--- src/rtl/if_fetch_ctrl.sv ---
// -----------------------------------------------------------------------------
// if_fetch_ctrl
//
// Purpose:
//   Sequencing controller for the 16-bit instruction-fetch stage. Each cycle it
//   decides whether the PC advances, is redirected or holds, and whether the
//   IF/ID register captures, holds or is squashed. It arbitrates a taken branch,
//   a load-use stall, a halt and instruction-memory wait states.
//
// Ports:
//   clk          in   clock, all state updates on the rising edge
//   rst          in   synchronous active-high reset
//   stall_req    in   load-use hazard from ID; hold PC and IF/ID
//   br_taken     in   branch/jump resolved taken this cycle
//   br_target    in   redirect address, valid with br_taken
//   halt_req     in   halt instruction decoded in ID
//   im_ready     in   instruction memory output valid for pc_cur
//   pc_cur       in   current PC register value
//   pc_next      out  value loaded into PC when pc_we=1
//   pc_we        out  PC write enable
//   ifid_we      out  IF/ID register write enable
//   ifid_flush   out  IF/ID clear to NOP
//   fetch_valid  out  IF/ID captures a good instruction this cycle
//   halted       out  fetch permanently stopped (until rst)
//   bubble_cnt   out  saturating count of non-fetching cycles
//
// Handshake: there is no valid/ready pairing on this block. im_ready is a
//   level qualifier for pc_cur; a PC write only happens in a cycle where the
//   fetched word is consumed (im_ready=1) or discarded by a redirect.
//
// Configuration:
//   IF_FETCH_PERF_EN  defined   -> bubble_cnt is a live saturating counter
//                     undefined -> bubble_cnt is tied to zero, no flops
//
// Debug: the FSM state is held in state_q (type state_t) for hierarchical
//   observation by checkers.
// -----------------------------------------------------------------------------
module if_fetch_ctrl #(
  parameter int                ADDR_W   = 16,
  parameter logic [ADDR_W-1:0] RESET_PC = '0,
  parameter int                INC      = 2
) (
  input  logic              clk,
  input  logic              rst,
  input  logic              stall_req,
  input  logic              br_taken,
  input  logic [ADDR_W-1:0] br_target,
  input  logic              halt_req,
  input  logic              im_ready,
  input  logic [ADDR_W-1:0] pc_cur,
  output logic [ADDR_W-1:0] pc_next,
  output logic              pc_we,
  output logic              ifid_we,
  output logic              ifid_flush,
  output logic              fetch_valid,
  output logic              halted,
  output logic [7:0]        bubble_cnt
);

  typedef enum logic [2:0] {
    BOOT  = 3'd0,
    RUN   = 3'd1,
    STALL = 3'd2,
    WAIT  = 3'd3,
    HALT  = 3'd4
  } state_t;

  state_t            state_q, state_d;
  logic              pend_vld_q, pend_vld_d;
  logic [ADDR_W-1:0] pend_tgt_q, pend_tgt_d;

  logic [ADDR_W-1:0] pc_inc;
  assign pc_inc = pc_cur + ADDR_W'(INC);  // wraps modulo 2^ADDR_W

  // Next state when the inputs are judged the way RUN judges them.
  function automatic state_t run_next(input logic br, input logic stall,
                                      input logic halt, input logic ready);
    if (br)          return RUN;
    else if (stall)  return STALL;
    else if (halt)   return HALT;
    else if (!ready) return WAIT;
    else             return RUN;
  endfunction

  // ---------------------------------------------------------------------------
  // State register
  // ---------------------------------------------------------------------------
  always_ff @(posedge clk) begin
    if (rst) begin
      state_q    <= BOOT;
      pend_vld_q <= 1'b0;
      pend_tgt_q <= '0;
    end else begin
      state_q    <= state_d;
      pend_vld_q <= pend_vld_d;
      pend_tgt_q <= pend_tgt_d;
    end
  end

  // ---------------------------------------------------------------------------
  // Next-state logic
  // ---------------------------------------------------------------------------
  always_comb begin
    state_d    = state_q;
    pend_vld_d = pend_vld_q;
    pend_tgt_d = pend_tgt_q;
    case (state_q)
      BOOT: state_d = RUN;
      RUN:  state_d = run_next(br_taken, stall_req, halt_req, im_ready);
      STALL: begin
        // Releasing the stall re-evaluates as RUN in the same cycle.
        if (stall_req && !br_taken) state_d = STALL;
        else state_d = run_next(br_taken, stall_req, halt_req, im_ready);
      end
      WAIT: begin
        if (!im_ready) begin
          // Remember the latest redirect seen while memory is busy.
          if (br_taken) begin
            pend_vld_d = 1'b1;
            pend_tgt_d = br_target;
          end
        end else begin
          pend_vld_d = 1'b0;
          if (br_taken || pend_vld_q) state_d = RUN;
          else state_d = run_next(1'b0, stall_req, halt_req, 1'b1);
        end
      end
      HALT:    state_d = HALT;
      default: state_d = BOOT;
    endcase
  end

  // ---------------------------------------------------------------------------
  // Output logic
  // ---------------------------------------------------------------------------
  logic              redir;
  logic [ADDR_W-1:0] redir_tgt;
  logic              run_eval;

  always_comb begin
    pc_next     = pc_inc;
    pc_we       = 1'b0;
    ifid_we     = 1'b0;
    ifid_flush  = 1'b0;
    fetch_valid = 1'b0;
    halted      = 1'b0;
    redir       = 1'b0;
    redir_tgt   = br_target;
    run_eval    = 1'b0;

    if (rst) begin
      pc_next    = RESET_PC;
      ifid_flush = 1'b1;
    end else begin
      case (state_q)
        BOOT: begin
          pc_next    = RESET_PC;
          pc_we      = 1'b1;
          ifid_flush = 1'b1;
        end
        RUN: begin
          run_eval = 1'b1;
          redir    = br_taken;
        end
        STALL: begin
          if (!stall_req || br_taken) begin
            run_eval = 1'b1;
            redir    = br_taken;
          end
        end
        WAIT: begin
          if (im_ready) begin
            // A live branch is younger than the pending one and wins.
            run_eval = 1'b1;
            redir    = br_taken || pend_vld_q;
            if (!br_taken) redir_tgt = pend_tgt_q;
          end
        end
        HALT:    halted = 1'b1;
        default: ;
      endcase

      // Redirect squashes the word in flight: flush wins over capture.
      if (redir) begin
        pc_next    = redir_tgt;
        pc_we      = 1'b1;
        ifid_flush = 1'b1;
      end else if (run_eval && !stall_req && !halt_req && im_ready) begin
        pc_we       = 1'b1;
        ifid_we     = 1'b1;
        fetch_valid = 1'b1;
      end
    end
  end

  // ---------------------------------------------------------------------------
  // Bubble counter
  // ---------------------------------------------------------------------------
`ifdef IF_FETCH_PERF_EN
  logic [7:0] bubble_q;

  always_ff @(posedge clk) begin
    if (rst) begin
      bubble_q <= 8'h00;
    end else if (state_q != BOOT && state_q != HALT && !fetch_valid &&
                 bubble_q != 8'hFF) begin
      bubble_q <= bubble_q + 8'h01;
    end
  end

  assign bubble_cnt = bubble_q;
`else
  assign bubble_cnt = 8'h00;
`endif

endmodule
--- config.mk ---
export PLATFORM = sky130hd
export DESIGN_NAME = if_fetch_ctrl
export DESIGN_NICKNAME = d
export VERILOG_FILES = /design/src/rtl/if_fetch_ctrl.sv
export SDC_FILE = /design/constraint.sdc
export NUM_CORES = 1
export LEC_CHECK = 0
export CORE_UTILIZATION = 46
export DETAILED_ROUTE_END_ITERATION = 8
export GPL_TIMING_DRIVEN = 1
export PLACE_DENSITY_LB_ADDON = 0.3
export SYNTH_ARGS = -nofsm -noshare
export SYNTH_HDL_FRONTEND = slang
export SYNTH_SLANG_ARGS = --single-unit
export TNS_END_PERCENT = 100
--- constraint.sdc ---
create_clock -name clk -period 5.1 [get_ports clk]
set_clock_uncertainty 0.1 [all_clocks]
set_input_delay 0.765 -clock clk [delete_from_list [all_inputs] [get_ports clk]]
set_output_delay 0.765 -clock clk [all_outputs]
set_load 0.02 [all_outputs]
==> impl_metrics.csv <==
group,metric,value,unit
run_status,status,"completed",
synthesis,yosys_warnings,0,
setup_path,critPathArrivalTime,3.39,ns
synthesis,synth_area_leaders,"dfxtp_1 25%, mux2i_1 20%, xnor2_1 6.6%",
power,p_per_area,202.8,nW/um2
layout,fin_util,0.6472,
layout,final_common_cell,"clkdlybuf4s50_1",
clocking,clockRootBuffer,"clkbuf_4",
synthesis,synthCells,186,
floorplan,start_util,0.4777,
global_route,grt_overflow,0,
place,io_buffer_count,58,
sta,fin_crit,4.257,ns
synthesis,synth_top_area_cell,"dfxtp_1",
global_route,grt_antenna_before_repair,0,
place,gp_congestion,0.8997,
sta,post-route-period-util,0.8346,
synthesis,netlist.area_leader.share,0.2512,
setup_path,path_max_fanout,16,
setup_path,slowest_stage,"clkdlybuf4s50_1",
sta,slew_headroom,0.3915,
clocking,cts_tree,"built",
floorplan,die_h,60.87,um
layout,final_cells,282,
sta,rsz0062_at_grt,"false",
setup_path,critPathKind,"input pin to primary output",
setup_path,start_kind,"input pin",
routing,vias,1498,
global_route,grt_pass1_wl,5.526,mm
place,dp_hpwl,2.724,mm
routing,drc_errors,0,
layout,diodes,0,
sta,hold_violations,0,
place,placed_cell_area,2107,um2
synthesis,ys_seq_area_frac,0.2512,
global_route,grt_busiest_layer,"met2",
layout,layout-drive-gt1-share,0.07203,
clocking,clock-sinks,20,
routing,vias_per_cell,5.312,
routing,antenna_left,0,
floorplan,std_cell_rows,21,
power,totalPowerFinal,437.9,uW
synthesis,synthDistinctLibCells,39,
setup_path,max_stage_delay,0.65,ns
global_route,grt_max_degree,18,
clocking,numCtsBuffers,3,
layout,synthToLayoutAreaGrowth,35.48,%
layout,regArea,400.4,um2
sta,worst_slew_pin_slew,0.9127,ns
clocking,cts_resized,0,
global_route,grtUsageMet1,0.2695,
layout,multi_input_area,1023,um2
synthesis,synth_compound_area_frac,0.1491,
clocking,cts_max_path_buffers,2,
layout,fin_area,2160,um2
routing,wire_per_inst,13.17,um
sta,setup_viol,0,
floorplan,core,3337,um2
power,ir_worst_vdd,145.2,uV
layout,fillers,295,
layout,most-common-layout-cells,"58 x clkdlybuf4s50_1, 32 x mux2i_1, 26 x nor2_1, 20 x dfxtp_1, 13 x o22ai_1",
synthesis,ys_ff_latch,20,
setup_path,worst-endpoint-required,4.24,ns
clocking,clkTransAtPathRegs,0.12,ns
synthesis,synth_top_family_by_area,"multiplexers",
synthesis,avgSynthCellArea,8.570,um2
synthesis,synth_area,1594,um2
routing,dr.pass1.iters,4,
synthesis,synth_xor_area_frac,0.07692,
routing,totalWireLength,3.715,mm
clocking,postCtsSetupBuffers,0,
sta,fmax,0.2349,GHz
job,drv_cap,0,
global_route,grt_usage,0.1998,
global_route,grt_util_met2,0.3359,
synthesis,yosys.area_share.simple,0.1884,
setup_path,crit_top_cell,"clkdlybuf4s50_1",
global_route,grt_pass1_vias,1251,
floorplan,die_x,60.87,um
layout,final_nets,276,
sta,finalMaxSlewViolations,0,
clocking,h-tree-depth,1,
clocking,clk_latency,0.30,ns
clocking,holdBufCountCts,0,
synthesis,synthAdderAreaFrac,0.007849,
min_path,hp-class,"register to register",
setup_path,end_kind,"primary output",
global_route,grtUsageMet3,0.04478,
synthesis,synth_mux_area_frac,0.2009,
setup_path,path_cells,"clkdlybuf4s50_1, inv_1, o221a_4, or3_1, o22ai_1, clkdlybuf4s50_1",
sta,finalSetupTns,0,ns
place,dp_cells,278,
floorplan,io-pin-count,67,
floorplan,dieArea,3705,um2
setup_path,cp_top_family,"buffers and inverters",
routing,drtIter0Drc,39,
power,p_leak,0.8702,nW
setup_path,crit_buf_inv,3,
-- kinds of logic after synthesis --
kind of cell | after synthesis
AND/OR/NAND/NOR | 58
multiplexers | 32
AO/OA/AOI/OAI | 31
buffers and inverters | 29
flip-flops | 20
XOR/XNOR | 14
adder cells (fa/ha/maj) | 1
other | 1
-- report_power, final --
part	internal, mW	switching, mW	total, mW
sequential	0.158	0.00414	0.162
combinational	0.0730	0.0726	0.146
clock	0.0795	0.0505	0.130
total	0.311	0.127	0.438
-- state kept, by name, summed over array words and instances, names as in the netlist --
register,flops
pend_tgt_q,16
pend_vld_q,1
state_q,3
-- worst reg2reg max path, delay by kind of cell (launching register included) --
| kind | cells | cell delay (ns) |
|---|---|---|
| buffers and inverters | 1 | 0.33 |
| and+or+nand+nor | 3 | 0.40 |
| DFF | 1 | 0.55 |
| muxes | 1 | 0.25 |
-- cells in the mapped netlist (all sizes together) --
cell type  count
a21oi          6
a311oi         1
o221ai         1
nor4           5
nor2          26
buf           18
nor3           3
nand2b         1
a21o           1
inv            8
nor2b          1
nor3b          1
nand3          8
xnor2         12
nand4          4
a31oi          1
conb           1
xor2           2
clkbuf         3
ha             1
or3            1
and4b          1
a2bb2oi        1
nand2          4
o21a           1
o21bai         1
a211oi         1
o221a          1
o22ai         16
or2            3
dfxtp         20
mux2i         32
-- final timing paths --
kind,start,endpoint,slack [ns],cells past startpoint
worst max-delay path,im_ready,pc_next[3],0.84,6
worst min-delay path,pend_tgt_q[10]$_SDFFE_PP0P_,pend_tgt_q[10]$_SDFFE_PP0P_,0.41,2
worst max register to register,state_q[1]$_SDFFE_PP0N_,pend_tgt_q[8]$_SDFFE_PP0P_,3.36,5
worst min register to register,pend_tgt_q[10]$_SDFFE_PP0P_,pend_tgt_q[10]$_SDFFE_PP0P_,0.41,2
-- metrics by stage --
step | setup WS, ns | hold slack, ns
floorplan | 2.066 | 0.3596
global placement | 0.8994 | 0.3710
detailed placement | 0.8513 | 0.3818
CTS | 0.8276 | 0.4080
global route | 0.7405 | 0.4364
finish | 0.8434 | 0.4057
-- final cells by class --
| cell class | count | share of cell area |
|---|---|---|
| inverters | 8 | 0.01390 |
| repair buffers | 60 | 0.2758 |
| flip-flops and latches | 20 | 0.1854 |
| well taps | 46 | 0.02665 |
| multi-input cells | 144 | 0.4739 |
| clock inverters | 1 | 0.01390 |
| clock buffers | 3 | 0.01043 |
-- layer usage --
metal,up-vias,share of wire
li1,750,-
met1,698,0.48
met2,50,0.47
met3,0,0.049
met4,0,0
met5,-,0
(Power assumes the default switching activity.)
